$ cat src/rtl/cpu_pkg.sv
// Shared control-unit definitions: FSM states, opcodes and control-vector layout.
// Build option MULDIV_EN adds the mul/div execute sequence.
package cpu_pkg;

  typedef enum logic [3:0] {T0, T1, T2, E0, E1, E2, E3, E4, HALT} state_t;

  localparam logic [4:0] OP_LD   = 5'b00000;
  localparam logic [4:0] OP_LDI  = 5'b00001;
  localparam logic [4:0] OP_ST   = 5'b00010;
  localparam logic [4:0] OP_ADD  = 5'b00011;
  localparam logic [4:0] OP_SUB  = 5'b00100;
  localparam logic [4:0] OP_AND  = 5'b00101;
  localparam logic [4:0] OP_OR   = 5'b00110;
  localparam logic [4:0] OP_SHR  = 5'b00111;
  localparam logic [4:0] OP_SHL  = 5'b01000;
  localparam logic [4:0] OP_ROR  = 5'b01001;
  localparam logic [4:0] OP_ROL  = 5'b01010;
  localparam logic [4:0] OP_ADDI = 5'b01011;
  localparam logic [4:0] OP_ANDI = 5'b01100;
  localparam logic [4:0] OP_ORI  = 5'b01101;
  localparam logic [4:0] OP_MUL  = 5'b01110;
  localparam logic [4:0] OP_DIV  = 5'b01111;
  localparam logic [4:0] OP_NEG  = 5'b10000;
  localparam logic [4:0] OP_NOT  = 5'b10001;
  localparam logic [4:0] OP_BR   = 5'b10010;
  localparam logic [4:0] OP_JR   = 5'b10011;
  localparam logic [4:0] OP_JAL  = 5'b10100;
  localparam logic [4:0] OP_IN   = 5'b10101;
  localparam logic [4:0] OP_OUT  = 5'b10110;
  localparam logic [4:0] OP_MFHI = 5'b10111;
  localparam logic [4:0] OP_MFLO = 5'b11000;
  localparam logic [4:0] OP_NOP  = 5'b11001;
  localparam logic [4:0] OP_HALT = 5'b11010;

  // bus_src bit positions
  localparam int BUS_HI  = 0;
  localparam int BUS_LO  = 1;
  localparam int BUS_ZHI = 2;
  localparam int BUS_ZLO = 3;
  localparam int BUS_PC  = 4;
  localparam int BUS_MDR = 5;
  localparam int BUS_IN  = 6;
  localparam int BUS_C   = 7;

  // ld_en bit positions
  localparam int LD_MAR = 0;
  localparam int LD_MDR = 1;
  localparam int LD_IR  = 2;
  localparam int LD_PC  = 3;
  localparam int LD_Y   = 4;
  localparam int LD_Z   = 5;
  localparam int LD_HI  = 6;
  localparam int LD_LO  = 7;
  localparam int LD_CON = 8;
  localparam int LD_IN  = 9;
  localparam int LD_OUT = 10;

  // gsel bit positions
  localparam int G_RC = 0;
  localparam int G_RB = 1;
  localparam int G_RA = 2;

  localparam logic [2:0] MDR_SEL_BUS = 3'b000;
  localparam logic [2:0] MDR_SEL_RAM = 3'b001;

  typedef struct packed {
    logic [2:0]  gsel;
    logic        r_enable;
    logic        rout;
    logic        baout;
    logic [7:0]  bus_src;
    logic [10:0] ld_en;
    logic        ram_read;
    logic        ram_write;
    logic        inc_pc;
    logic [2:0]  mdr_read;
    logic        run;
  } ctrl_t;

  // Number of execute states (E0..) an opcode occupies before returning to T0.
  function automatic logic [2:0] exec_steps(input logic [4:0] op);
    logic [2:0] n;
    n = 3'd1;
    case (op)
      OP_LD, OP_ST:                                    n = 3'd5;
      OP_ADD, OP_SUB, OP_AND, OP_OR, OP_SHR, OP_SHL,
      OP_ROR, OP_ROL, OP_ADDI, OP_ANDI, OP_ORI, OP_LDI: n = 3'd3;
      OP_NEG, OP_NOT, OP_JAL:                          n = 3'd2;
      OP_BR:                                           n = 3'd4;
`ifdef MULDIV_EN
      OP_MUL, OP_DIV:                                  n = 3'd4;
`else
      OP_MUL, OP_DIV:                                  n = 3'd1;
`endif
      OP_JR, OP_IN, OP_OUT, OP_MFHI, OP_MFLO,
      OP_NOP, OP_HALT:                                 n = 3'd1;
      default:                                         n = 3'd1;
    endcase
    return n;
  endfunction

endpackage

$ cat src/rtl/control_decode.sv
// Combinational map from (state, opcode, CON_out) to the full control vector.
// With MULDIV_EN defined, mul/div get their four-step sequence; otherwise they decode as nop.
module control_decode
  import cpu_pkg::*;
(
  input  state_t     state,
  input  logic [4:0] opcode,
  input  logic       con_out,
  output ctrl_t      ctrl
);

  always_comb begin
    ctrl     = '0;
    ctrl.run = (state != HALT);
    // The input-port register is loaded from outside the CPU, never by the sequencer.
    ctrl.ld_en[LD_IN] = 1'b0;
    case (state)
      T0: begin
        ctrl.bus_src[BUS_PC] = 1'b1;
        ctrl.ld_en[LD_MAR]   = 1'b1;
        ctrl.inc_pc          = 1'b1;
        ctrl.ld_en[LD_Z]     = 1'b1;
      end
      T1: begin
        ctrl.bus_src[BUS_ZLO] = 1'b1;
        ctrl.ld_en[LD_PC]     = 1'b1;
        ctrl.ram_read         = 1'b1;
        ctrl.mdr_read         = MDR_SEL_RAM;
        ctrl.ld_en[LD_MDR]    = 1'b1;
      end
      T2: begin
        ctrl.bus_src[BUS_MDR] = 1'b1;
        ctrl.ld_en[LD_IR]     = 1'b1;
      end
      E0, E1, E2, E3, E4: begin
        case (opcode)
          OP_ADD, OP_SUB, OP_AND, OP_OR, OP_SHR, OP_SHL, OP_ROR, OP_ROL,
          OP_ADDI, OP_ANDI, OP_ORI: begin
            case (state)
              E0: begin
                ctrl.gsel[G_RB] = 1'b1;
                ctrl.rout       = 1'b1;
                ctrl.ld_en[LD_Y] = 1'b1;
              end
              E1: begin
                ctrl.ld_en[LD_Z] = 1'b1;
                if (opcode inside {OP_ADDI, OP_ANDI, OP_ORI}) begin
                  ctrl.bus_src[BUS_C] = 1'b1;
                end else begin
                  ctrl.gsel[G_RC] = 1'b1;
                  ctrl.rout       = 1'b1;
                end
              end
              E2: begin
                ctrl.bus_src[BUS_ZLO] = 1'b1;
                ctrl.gsel[G_RA]       = 1'b1;
                ctrl.r_enable         = 1'b1;
              end
              default: ;
            endcase
          end
`ifdef MULDIV_EN
          OP_MUL, OP_DIV: begin
            case (state)
              E0: begin
                ctrl.gsel[G_RA]  = 1'b1;
                ctrl.rout        = 1'b1;
                ctrl.ld_en[LD_Y] = 1'b1;
              end
              E1: begin
                ctrl.gsel[G_RB]  = 1'b1;
                ctrl.rout        = 1'b1;
                ctrl.ld_en[LD_Z] = 1'b1;
              end
              E2: begin
                ctrl.bus_src[BUS_ZLO] = 1'b1;
                ctrl.ld_en[LD_LO]     = 1'b1;
              end
              E3: begin
                ctrl.bus_src[BUS_ZHI] = 1'b1;
                ctrl.ld_en[LD_HI]     = 1'b1;
              end
              default: ;
            endcase
          end
`endif
          OP_NEG, OP_NOT: begin
            case (state)
              E0: begin
                ctrl.gsel[G_RB]  = 1'b1;
                ctrl.rout        = 1'b1;
                ctrl.ld_en[LD_Z] = 1'b1;
              end
              E1: begin
                ctrl.bus_src[BUS_ZLO] = 1'b1;
                ctrl.gsel[G_RA]       = 1'b1;
                ctrl.r_enable         = 1'b1;
              end
              default: ;
            endcase
          end
          OP_LD, OP_LDI, OP_ST: begin
            // Effective address = base register (R0 reads as zero via BAout) + C.
            case (state)
              E0: begin
                ctrl.gsel[G_RB]  = 1'b1;
                ctrl.baout       = 1'b1;
                ctrl.ld_en[LD_Y] = 1'b1;
              end
              E1: begin
                ctrl.bus_src[BUS_C] = 1'b1;
                ctrl.ld_en[LD_Z]    = 1'b1;
              end
              E2: begin
                ctrl.bus_src[BUS_ZLO] = 1'b1;
                if (opcode == OP_LDI) begin
                  ctrl.gsel[G_RA] = 1'b1;
                  ctrl.r_enable   = 1'b1;
                end else begin
                  ctrl.ld_en[LD_MAR] = 1'b1;
                end
              end
              E3: begin
                ctrl.ld_en[LD_MDR] = 1'b1;
                if (opcode == OP_ST) begin
                  ctrl.gsel[G_RA] = 1'b1;
                  ctrl.rout       = 1'b1;
                  ctrl.mdr_read   = MDR_SEL_BUS;
                end else begin
                  ctrl.ram_read = 1'b1;
                  ctrl.mdr_read = MDR_SEL_RAM;
                end
              end
              E4: begin
                if (opcode == OP_ST) begin
                  ctrl.ram_write = 1'b1;
                end else begin
                  ctrl.bus_src[BUS_MDR] = 1'b1;
                  ctrl.gsel[G_RA]       = 1'b1;
                  ctrl.r_enable         = 1'b1;
                end
              end
              default: ;
            endcase
          end
          OP_BR: begin
            case (state)
              E0: begin
                ctrl.gsel[G_RA]    = 1'b1;
                ctrl.rout          = 1'b1;
                ctrl.ld_en[LD_CON] = 1'b1;
              end
              E1: begin
                ctrl.bus_src[BUS_PC] = 1'b1;
                ctrl.ld_en[LD_Y]     = 1'b1;
              end
              E2: begin
                ctrl.bus_src[BUS_C] = 1'b1;
                ctrl.ld_en[LD_Z]    = 1'b1;
              end
              E3: begin
                ctrl.bus_src[BUS_ZLO] = con_out;
                ctrl.ld_en[LD_PC]     = con_out;
              end
              default: ;
            endcase
          end
          OP_JR: begin
            if (state == E0) begin
              ctrl.gsel[G_RA]   = 1'b1;
              ctrl.rout         = 1'b1;
              ctrl.ld_en[LD_PC] = 1'b1;
            end
          end
          OP_JAL: begin
            // Link register R15 is addressed through the Grb field.
            case (state)
              E0: begin
                ctrl.bus_src[BUS_PC] = 1'b1;
                ctrl.gsel[G_RB]      = 1'b1;
                ctrl.r_enable        = 1'b1;
              end
              E1: begin
                ctrl.gsel[G_RA]   = 1'b1;
                ctrl.rout         = 1'b1;
                ctrl.ld_en[LD_PC] = 1'b1;
              end
              default: ;
            endcase
          end
          OP_IN, OP_MFHI, OP_MFLO: begin
            if (state == E0) begin
              ctrl.bus_src[BUS_IN] = (opcode == OP_IN);
              ctrl.bus_src[BUS_HI] = (opcode == OP_MFHI);
              ctrl.bus_src[BUS_LO] = (opcode == OP_MFLO);
              ctrl.gsel[G_RA]      = 1'b1;
              ctrl.r_enable        = 1'b1;
            end
          end
          OP_OUT: begin
            if (state == E0) begin
              ctrl.gsel[G_RA]    = 1'b1;
              ctrl.rout          = 1'b1;
              ctrl.ld_en[LD_OUT] = 1'b1;
            end
          end
          OP_NOP, OP_HALT: ;
          default: ;
        endcase
      end
      default: ;
    endcase
  end

endmodule

$ cat src/rtl/control_unit.sv
// Moore sequencer for the CPU: state register, next-state logic and the decode instance.
// Build option MULDIV_EN (handled in cpu_pkg/control_decode) enables mul/div sequencing.
module control_unit
  import cpu_pkg::*;
(
  input  logic        clk,
  input  logic        clr,
  input  logic [4:0]  opcode,
  input  logic        CON_out,
  output logic [2:0]  gsel,
  output logic        R_enable,
  output logic        Rout,
  output logic        BAout,
  output logic [7:0]  bus_src,
  output logic [10:0] ld_en,
  output logic        RAM_read,
  output logic        RAM_write,
  output logic        IncPC,
  output logic [2:0]  MDR_read,
  output logic        run
);

  state_t     state;
  state_t     state_next;
  logic       hold;
  logic [4:0] op_q;
  logic [4:0] op_cur;
  logic [2:0] steps;
  ctrl_t      dec;
  ctrl_t      ctrl;

  // IR is valid from E0 on; later execute steps use the copy captured in E0.
  assign op_cur = (state == E0) ? opcode : op_q;
  assign steps  = exec_steps(op_cur);

  always_comb begin
    state_next = state;
    case (state)
      T0:      state_next = T1;
      T1:      state_next = T2;
      T2:      state_next = E0;
      E0: begin
        if (op_cur == OP_HALT)   state_next = HALT;
        else if (steps > 3'd1)   state_next = E1;
        else                     state_next = T0;
      end
      E1:      state_next = (steps > 3'd2) ? E2 : T0;
      E2:      state_next = (steps > 3'd3) ? E3 : T0;
      E3:      state_next = (steps > 3'd4) ? E4 : T0;
      E4:      state_next = T0;
      HALT:    state_next = HALT;
      default: state_next = T0;
    endcase
  end

  // hold marks the idle reset cycle(s): state sits at T0 with outputs quiet
  // until clr has been sampled low once.
  always_ff @(posedge clk) begin
    if (clr) begin
      state <= T0;
      hold  <= 1'b1;
    end else begin
      hold <= 1'b0;
      if (!hold) state <= state_next;
    end
  end

  always_ff @(posedge clk) begin
    if (state == E0) op_q <= opcode;
  end

  control_decode u_decode (
    .state   (state),
    .opcode  (op_cur),
    .con_out (CON_out),
    .ctrl    (dec)
  );

  always_comb begin
    ctrl = dec;
    if (hold) begin
      ctrl     = '0;
      ctrl.run = 1'b1;
    end
  end

  assign gsel      = ctrl.gsel;
  assign R_enable  = ctrl.r_enable;
  assign Rout      = ctrl.rout;
  assign BAout     = ctrl.baout;
  assign bus_src   = ctrl.bus_src;
  assign ld_en     = ctrl.ld_en;
  assign RAM_read  = ctrl.ram_read;
  assign RAM_write = ctrl.ram_write;
  assign IncPC     = ctrl.inc_pc;
  assign MDR_read  = ctrl.mdr_read;
  assign run       = ctrl.run;

endmodule
$ cat config.mk
export PLATFORM = sky130hd
export DESIGN_NAME = control_unit
export DESIGN_NICKNAME = d
export VERILOG_FILES = /design/src/rtl/cpu_pkg.sv /design/src/rtl/control_decode.sv /design/src/rtl/control_unit.sv
export SDC_FILE = /design/constraint.sdc
export NUM_CORES = 1
export LEC_CHECK = 0
export BUFFER_PORTS_ARGS = -buffer_cell sky130_fd_sc_hd__buf_2
export CAP_MARGIN = 10
export CORE_AREA = 2 2 49 62
export DETAILED_ROUTE_END_ITERATION = 8
export DIE_AREA = 0 0 51 64
export PLACE_DENSITY = 0.92
export SYNTH_ARGS = -nofsm -noshare
export SYNTH_HDL_FRONTEND = slang
export SYNTH_SLANG_ARGS = --single-unit
export TNS_END_PERCENT = 5
$ cat constraint.sdc
create_clock -name clk -period 5.3 [get_ports clk]
set_clock_uncertainty 0.15 [all_clocks]
set_input_delay 0.265 -clock clk [delete_from_list [all_inputs] [get_ports clk]]
set_output_delay 0.265 -clock clk [all_outputs]
set_load 0.02 [all_outputs]
# After elaboration in Yosys (flattened, before gate mapping)
# Memories as Yosys holds them, arrays and structs flattened.
# Index checks and enable logic that the tools add are counted.
[classes]
n_reduce_logical = 14
muxes = 69
eq_ne = 32
magnitude_cmp = 4
[ops]
columns = ["cell", "n"]
rows = [
  ["equality test 5 bit, second input constant", 10],
  ["two-way mux 1 bit", 33],
  ["two-way mux 32 bit", 1],
  ["one-hot mux 4 bit (8 select lines)", 1],
  ["equality test 5 x 4 -> 1 bit, second input constant", 6],
  ["one-hot mux 1 bit (2 select lines)", 12],
  ["two-way mux 3 bit", 7],
  ["equality test 5 x 3 -> 1 bit, second input constant", 4],
  ["OR reduction 17 bit", 1],
  ["equality test 4 x 3 -> 1 bit, second input constant", 4],
  ["one-hot mux 1 bit (3 select lines)", 5],
  ["OR reduction 14 bit", 1],
  ["one-hot mux 1 bit (4 select lines)", 3],
  ["OR reduction 11 bit", 1],
  ["equality test 5 x 2 -> 1 bit, second input constant", 2],
  ["OR reduction 5 bit", 2],
  ["OR reduction 3 bit", 3],
  ["equality test 4 x 2 -> 1 bit, second input constant", 2],
  ["two-way mux 4 bit", 2],
  ["two-way mux 8 bit", 1],
  ["> comparator 3 x 2 -> 1 bit, second input constant", 2],
  ["one-hot mux 3 bit (2 select lines)", 1],
  ["OR reduction 6 bit", 1],
  ["equality test 5 x 1 -> 1 bit, second input constant", 1],
  ["12 further kinds", 13],
]
[word_totals]
register_bits = 10
romBits = 96
n_memories = 1
out_inout_bits = 32
[memory_table]
columns = ["name", "words", "word_bits", "rd", "rd_clocked_by_memory_dff", "wr", "line_no", "text"]
rows = [
  ["(no name shown)", 32, 3, 1, 0, 0, "cpu_pkg.sv:84", "case (op)"],
]

# Logic depth before layout (Yosys ltp)
# Gate-level depths: netlist (run 1).
[depth]
depth_word = 9
mapped_depth = 11
ltp_nobuf = 9

# Hierarchy
# A second synthesis (run 1) with hierarchy kept.
[unflattened]
cells_unflattened = 218
area_unflattened_um2 = 1529.0
[modules_own_cells]
columns = ["module", "instances", "cells_per_inst", "area_per_inst_um2"]
rows = [
  ["control_unit", 1, 104, 819.5],
  ["control_decode", 1, 114, 709.4],
]

# Worst setup path after synthesis (run 1)
# Ideal clock, no wire load.
[synth_timing]
kind = "flip-flop to output port"
start = "register state[0]"
end = "output MDR_read[0]"
t_arrival_ps = 2633
path_stages_with_launch = 10
required_ps = 4885
path_slack_ps = 2252
path_cell_list = "dfxtp_1 -> buf_6 -> and4bb_1 -> buf_6 -> mux2i_4 -> nand2b_1 -> or2_1 -> buf_2 -> o41ai_1 -> buf_4"
[synth_via]
elab_chain_cells = 8
[synth_rtl]
columns = ["item", "line_no", "text"]
rows = [
  ["from (decl)", "control_unit.sv:23", "state_t state;"],
  ["from (signal assigned)", "control_unit.sv:64", "if (!hold) state <= state_next;"],
  ["equality test 4 x 2 -> 1 bit", "control_decode.sv:17, control_unit.sv:33", ""],
  ["two-way mux 5 bit", "n/a", ""],
  ["equality test 5 x 2 -> 1 bit", "control_decode.sv:36, control_decode.sv:125", ""],
  ["two-way mux 1 bit", "control_decode.sv:125", "if (opcode == OP_ST) begin"],
  ["two-way mux 3 bit", "control_decode.sv:104", "case (state)"],
  ["two-way mux 3 bit", "control_decode.sv:36", "case (opcode)"],
  ["one-hot mux 3 bit (2 select lines) (*)", "control_decode.sv:17", "case (state)"],
  ["two-way mux 32 bit (*)", "control_unit.sv:81", "if (hold) begin"],
  ["to (decl)", "control_unit.sv:19", "output logic [2:0] MDR_read,"],
]
# Mark *: on every way between the ends. The rest lies on a longest branch, timed or not.

# Final worst setup path (run 1)
[layout_timing]
start = "register state[0]"
end = "output R_enable"
[layout_via]
elab_chain_cells = 8
[layout_rtl]
columns = ["item", "line_no", "text"]
rows = [
  ["equality test 4 x 2 -> 1 bit (*)", "control_unit.sv:33", "assign op_cur = (state == E0) ? opcode : op_q;"],
  ["two-way mux 5 bit (*)", "n/a", ""],
  ["via op_cur[4]", "control_unit.sv:27", "logic [4:0] op_cur;"],
  ["equality test 5 x 2 -> 1 bit / equality test 5 x 1 -> 1 bit (equally long branches)", "control_decode.sv:36, control_decode.sv:135, control_decode.sv:116", ""],
  ["two-way mux 1 bit, on equally long branches", "control_decode.sv:135, control_decode.sv:116", ""],
  ["one-hot mux 1 bit (2 select lines)", "control_decode.sv:104", ""],
  ["one-hot mux 1 bit (4 select lines) (*)", "control_decode.sv:36", ""],
  ["two-way mux 8 bit (*)", "control_decode.sv:17", ""],
  ["two-way mux 32 bit (*)", "control_unit.sv:81", ""],
  ["to (decl)", "control_unit.sv:11", "output logic R_enable,"],
]
# The timed path passes the listed nets; every way through them passes the cells marked *.

==> flow_summary.ini, run 1 <==
[clocking]
postCtsSetupBuffers = 0
insertion_delay_ns = 0.27
cts-resized-gates = 0
htreeDepth = 1
cts_tree = done
numCtsBuffers = 3
clkTransAtPathRegs_ns = 0.07
clk_path_buf_depth = 2
cts.sink_count = 10
cts_root_buf = clkbuf_4
hold_buffers = 0

[yosys]
synth_simple_gate_area_frac = 0.3810
synth_top_cells_by_area = dfxtp_1 (14%), nor3_1 (7.3%), nor2_1 (6.5%)
synth_common_cells = nor2_1 (25), nor3_1 (21), clkbuf_1 (17)
synth-compound-area-share = 0.2779
synth_mux_area_frac = 0.06494
synth_fa_ha_area_frac = 0
synth_top_area_frac = 0.1385
yosys.area.top_type = dfxtp_1
yosys_warnings = 0
yosysSeqAreaShare = 0.1385
synth_area_sq_um = 1445
ys_types = 56
synth_flop_cell = dfxtp_1
yosysMostFrequentCell = nor2_1
ys_seq_elements = 10
syn-instance-count = 220
async_flop_share = 0
synth_edf_count = 0
synth_top_family_by_area = simple AND/OR/NAND/NOR gates
avgSynthCellArea_sq_um = 6.569
synthXorXnorAreaFrac = 0

[flow_run]
cap_violations = 0

[route]
viasPerCell = 6.513
via_count = 1739
wl_per_cell_um = 16.57
drtAntennaViolNets = 0
drt-total-wl_mm = 4.423
first_pass_iters = 5
drc = 0
drtIter0Drc = 119

[timing]
fin_hold_ws_ns = 0.03616
period_needed_ns = 3.882
relSlewSlack = 0.3601
fin_crit_sh = 0.7325
max_freq_mhz = 257.6
setup_violations = 0
rsz0062_at_grt = false
setup_ws_ns = 1.418
hold_viol_final = 0
worst-slew-pin-transition_ns = 0.9543
maxSlewViolCount = 0
fin_tns_setup_ns = 0

[layout]
fin_nets = 242
fillCellCount = 271
fin_cells = 267
final_layout_size_suffix_gt1_frac = 0.2146
finish.utilization = 0.5856
stdcell_area_sq_um = 1554
area_growth_pct = 7.532
diodes = 0

[worst_setup_path]
cp-start-kind = flip-flop
slowest_stage = nand4bb_1
crit_arrival_ns = 3.47
endpoint_kind = output port
cpPeakStageDelay_ns = 0.85
path_max_fanout = 20
cp_num_buf_inv = 2
crit_path_cell_trace = nand4bb_1, a21oi_4, inv_2, or2_1, or3_4, a41oi_2, buf_2
cp_top_family = simple AND/OR/NAND/NOR gates
crit_required_ns = 4.89
crit_type = reg -> out

[global_routing]
antenna_found_initial = 0
grt_max_degree = 21
grt_pass1_wl_mm = 7.210
grt-ovfl-total = 0
grt_pass1_vias = 1491
track_usage = 0.2804

[placement]
place.gp.congestion = 1.030
dpl.cell_count = 263
port-buffer-count = 33
preCtsSetupSlack_ns = 1.784
post_dp_cell_area_sq_um = 1518
dp_hpwl_mm = 3.153

[power_and_ir_drop]
p_leak_nw = 0.6192
ir_drop_mv = 0.1900
p_per_area_nw_per_um2 = 265.2
finalPower_uw = 412.1

[hold_path]
hold_class = in -> reg

[floorplanning]
die_w_um = 51
die_y_um = 64
ios = 40
rows = 21
core-area_sq_um = 2654
start_util = 0.5446
die_area_sq_um = 3264

[status]
status = finished, final reports clean
[cell families after synthesis]
| logic type | count (synthesis) |
|---|---|
| flops | 10 |
| simple gates | 103 |
| other cells | 1 |
| buf+inv | 40 |
| mux | 8 |
| compound gates | 58 |
[layer usage]
layer  up-vias  part of all wire  global-route usage
met5         -                 0                   0
met4         0             0.026             0.08784
met3        15             0.096             0.06308
met2       112              0.48              0.4269
met1       782              0.40              0.3887
li1        830                 -                   -
[worst register-to-register path, cell delays in order (launching register included)]
cell and delay (ns):
dfxtp_1 0.68, nand4bb_1 0.85, a21oi_4 0.51, inv_2 0.13
or2_1 0.27, a21oi_1 0.20, nor2_1 0.10, o32ai_1 0.15
[registers in the layout, summed over array words and instances, names as in the netlist]
register / count
hold: 1
op_q: 5
state: 4
[area by class of cell]
class | count | area [sq um] | area share
Multi-Input combinational cell | 175 | 1069 | 0.6876
Sequential cell | 10 | 200.2 | 0.1288
Clock buffer | 4 | 36.28 | 0.02335
Tap cell | 34 | 42.54 | 0.02738
Timing Repair Buffer | 33 | 165.2 | 0.1063
Inverter | 11 | 41.29 | 0.02657
[where the power goes]
| group | leakage (nW) | switching [mW] | internal (mW) |
|---|---|---|---|
| Sequential | 0.0830 | 0.0514 | 0.0928 |
| Combinational | 0.515 | 0.129 | 0.0698 |
| Clock | 0.0210 | 0.0273 | 0.0417 |
| Total | 0.619 | 0.208 | 0.204 |
[worst paths after layout]
path,slack (ns),cells after the start,endpoint,from
setup / recovery,1.42,7,R_enable,state[0]
hold / removal,0.04,1,hold,clr
setup reg to reg,2.18,7,state[2],state[0]
hold reg to reg,0.52,2,state[1],state[1]
[layout by cell type (no fill, tap or decap), types with 9 or more instances in the layout]
cell     count
nor3_1      21
dfxtp_1     10
a21oi_1     16
nand2_1     13
inv_1        9
nor2_1      25
buf_2       33
nand3_1     13
o21ai_0      9
(Power assumes the default switching activity.)
==> run 2: changes to the inputs <==
Settings changed: CORE_AREA 2 2 49 62 to 2 2 50 64, DIE_AREA 0 0 51 64 to 0 0 52 66, PLACE_DENSITY 0.92 to 0.88.
Clock period 5.3 ns to 3.65 ns, I/O delays scaled along.
==> flow_summary.ini, run 2 (synthesis gave the netlist of run 1 again) <==
[global_routing]
grt_max_degree = 21
grt_pass1_vias = 1461
grt_pass1_wl_mm = 7.072
grt-ovfl-total = 0
antenna_found_initial = 0
track_usage = 0.2696

[worst_setup_path]
crit_type = reg -> out
r2r-start = state[1]
crit_arrival_ns = 2.85
slowest_stage = and4bb_1
endpoint_kind = output port
cp-start-kind = flip-flop
crit_path_cell_trace = and4bb_1, mux2i_1, nand2_1, or4b_1, o21a_1, o21ai_1, buf_2
cpPeakStageDelay_ns = 0.57
reg2regPathDepth = 10
r2r_slack_ns = 1.18
r2r-end = state[2]
path_max_fanout = 14
crit_required_ns = 3.32

[timing]
hold_viol_final = 0
fin_tns_setup_ns = 0
fin_hold_ws_ns = 0.1907
max_freq_mhz = 313.7
setup_ws_ns = 0.4626
period_needed_ns = 3.187
worst-slew-pin-transition_ns = 0.6534
rsz0062_at_grt = false
maxSlewViolCount = 0
fin_crit_sh = 0.8733
setup_violations = 0
relSlewSlack = 0.5638

[clocking]
clkTransAtPathRegs_ns = 0.06
cts.sink_count = 10
cts-resized-gates = 0
numCtsBuffers = 3
insertion_delay_ns = 0.26
cts_root_buf = clkbuf_4
htreeDepth = 1
clk_path_buf_depth = 2
cts_tree = done

[layout]
layout_commonest_cell = buf_2
regMostFlops = op_q
final_cell_mix = buf_2 (33), nor2_1 (25), nor3_1 (21), a21oi_1 (16)
fin_nets = 248
finish.utilization = 0.5609
largest_registers = op_q: 5 flops, state: 4 flops, hold: 1 flops
area_growth_pct = 10.04
final_layout_size_suffix_gt1_frac = 0.2269
largest_reg_flops = 5
diodes = 0

[hold_path]
min_to = state[3]
min-delay-start = opcode[4]
hold_class = in -> reg
whs_path_depth = 3

[route]
wl_per_cell_um = 16.52
drc = 0
drtIter0Drc = 107
drtAntennaViolNets = 0
drt-total-wl_mm = 4.526
viasPerCell = 6.380
first_pass_iters = 5
via_count = 1748

[placement]
dp_hpwl_mm = 3.319
preCtsSetupSlack_ns = 0.7778
port-buffer-count = 33
place.gp.congestion = 1.008

[floorplanning]
die_area_sq_um = 3432
die_y_um = 66
die_w_um = 52
ios = 40
rows = 22
core-area_sq_um = 2835
start_util = 0.5097

[power_and_ir_drop]
ir_drop_mv = 0.1735
p_per_area_nw_per_um2 = 359.5
p_leak_nw = 0.6419

[status]
status = finished, final reports clean

[flow_run]
cap_violations = 0
-- run 2: changes by cell type in the layout (fill, tap and decap cells not counted) --
cell	change
buf_4	+5
clkbuf_8	-1
dlygate4sd3_1	+1
-- run 2: per-stage QoR --
stage          std cells  power, mW  cell area [sq um]
2_1_floorplan        225     0.4253               1464
3_3_place_gp         270     0.4863               1558
3_5_place_dp         270     0.4886               1558
4_1_cts              274     0.5637               1590
5_1_grt              274     0.6052               1590
6_report             274     0.5717               1590
-- run 2: routing by layer --
layer  vias up  track usage  routed length (um)
li1        836            -                   -
met2       115       0.4557                2238
met4         0      0.09868                 105
met3        11      0.02941                 387
met5         -            0                   0
met1       786       0.3458                1795
-- run 2: worst max path at each step --
stage	startpoint	to	slack (ns)
final	state[1]	bus_src[4]	0.46
after floorplan	state[0]	MDR_read[0]	0.68
after global placement	state[1]	R_enable	0.79
after detailed placement	state[1]	R_enable	0.78
after global routing	state[1]	ld_en[3]	0.22
after CTS	state[1]	R_enable	0.48
-- run 2: timing repair --
action                                  4_1_cts  5_1_grt
buffers inserted                              0        0
hold buffers                                  1        0
hold endpoints to repair                      1        0
endpoints found under the setup margin        0        0
-- run 2: cell type report --
cell class | instances | area [sq um]
Multi-Input combinational cell | 175 | 1069
Inverter | 11 | 41.29
Clock buffer | 3 | 22.52
Tap cell | 36 | 45.04
Fill cell | 306 | 1245
Sequential cell | 10 | 200.2
Timing Repair Buffer | 39 | 212.7
-- run 2: worst max-delay path: cells and delay by family, from the launching register on --
kind / cells / cell delay [ns]
DFF: 1 / 0.55
AOI/OAI and AO/OA: 2 / 0.24
muxes: 1 / 0.39
and+or+nand+nor: 3 / 1.25
buffers and inverters: 1 / 0.18
-- run 2: report_power, final --
group	switching (mW)	total (mW)	internal, mW
logic	0.194	0.298	0.104
registers	0.0679	0.203	0.135
clock network	0.0328	0.0707	0.0378
total	0.295	0.572	0.277
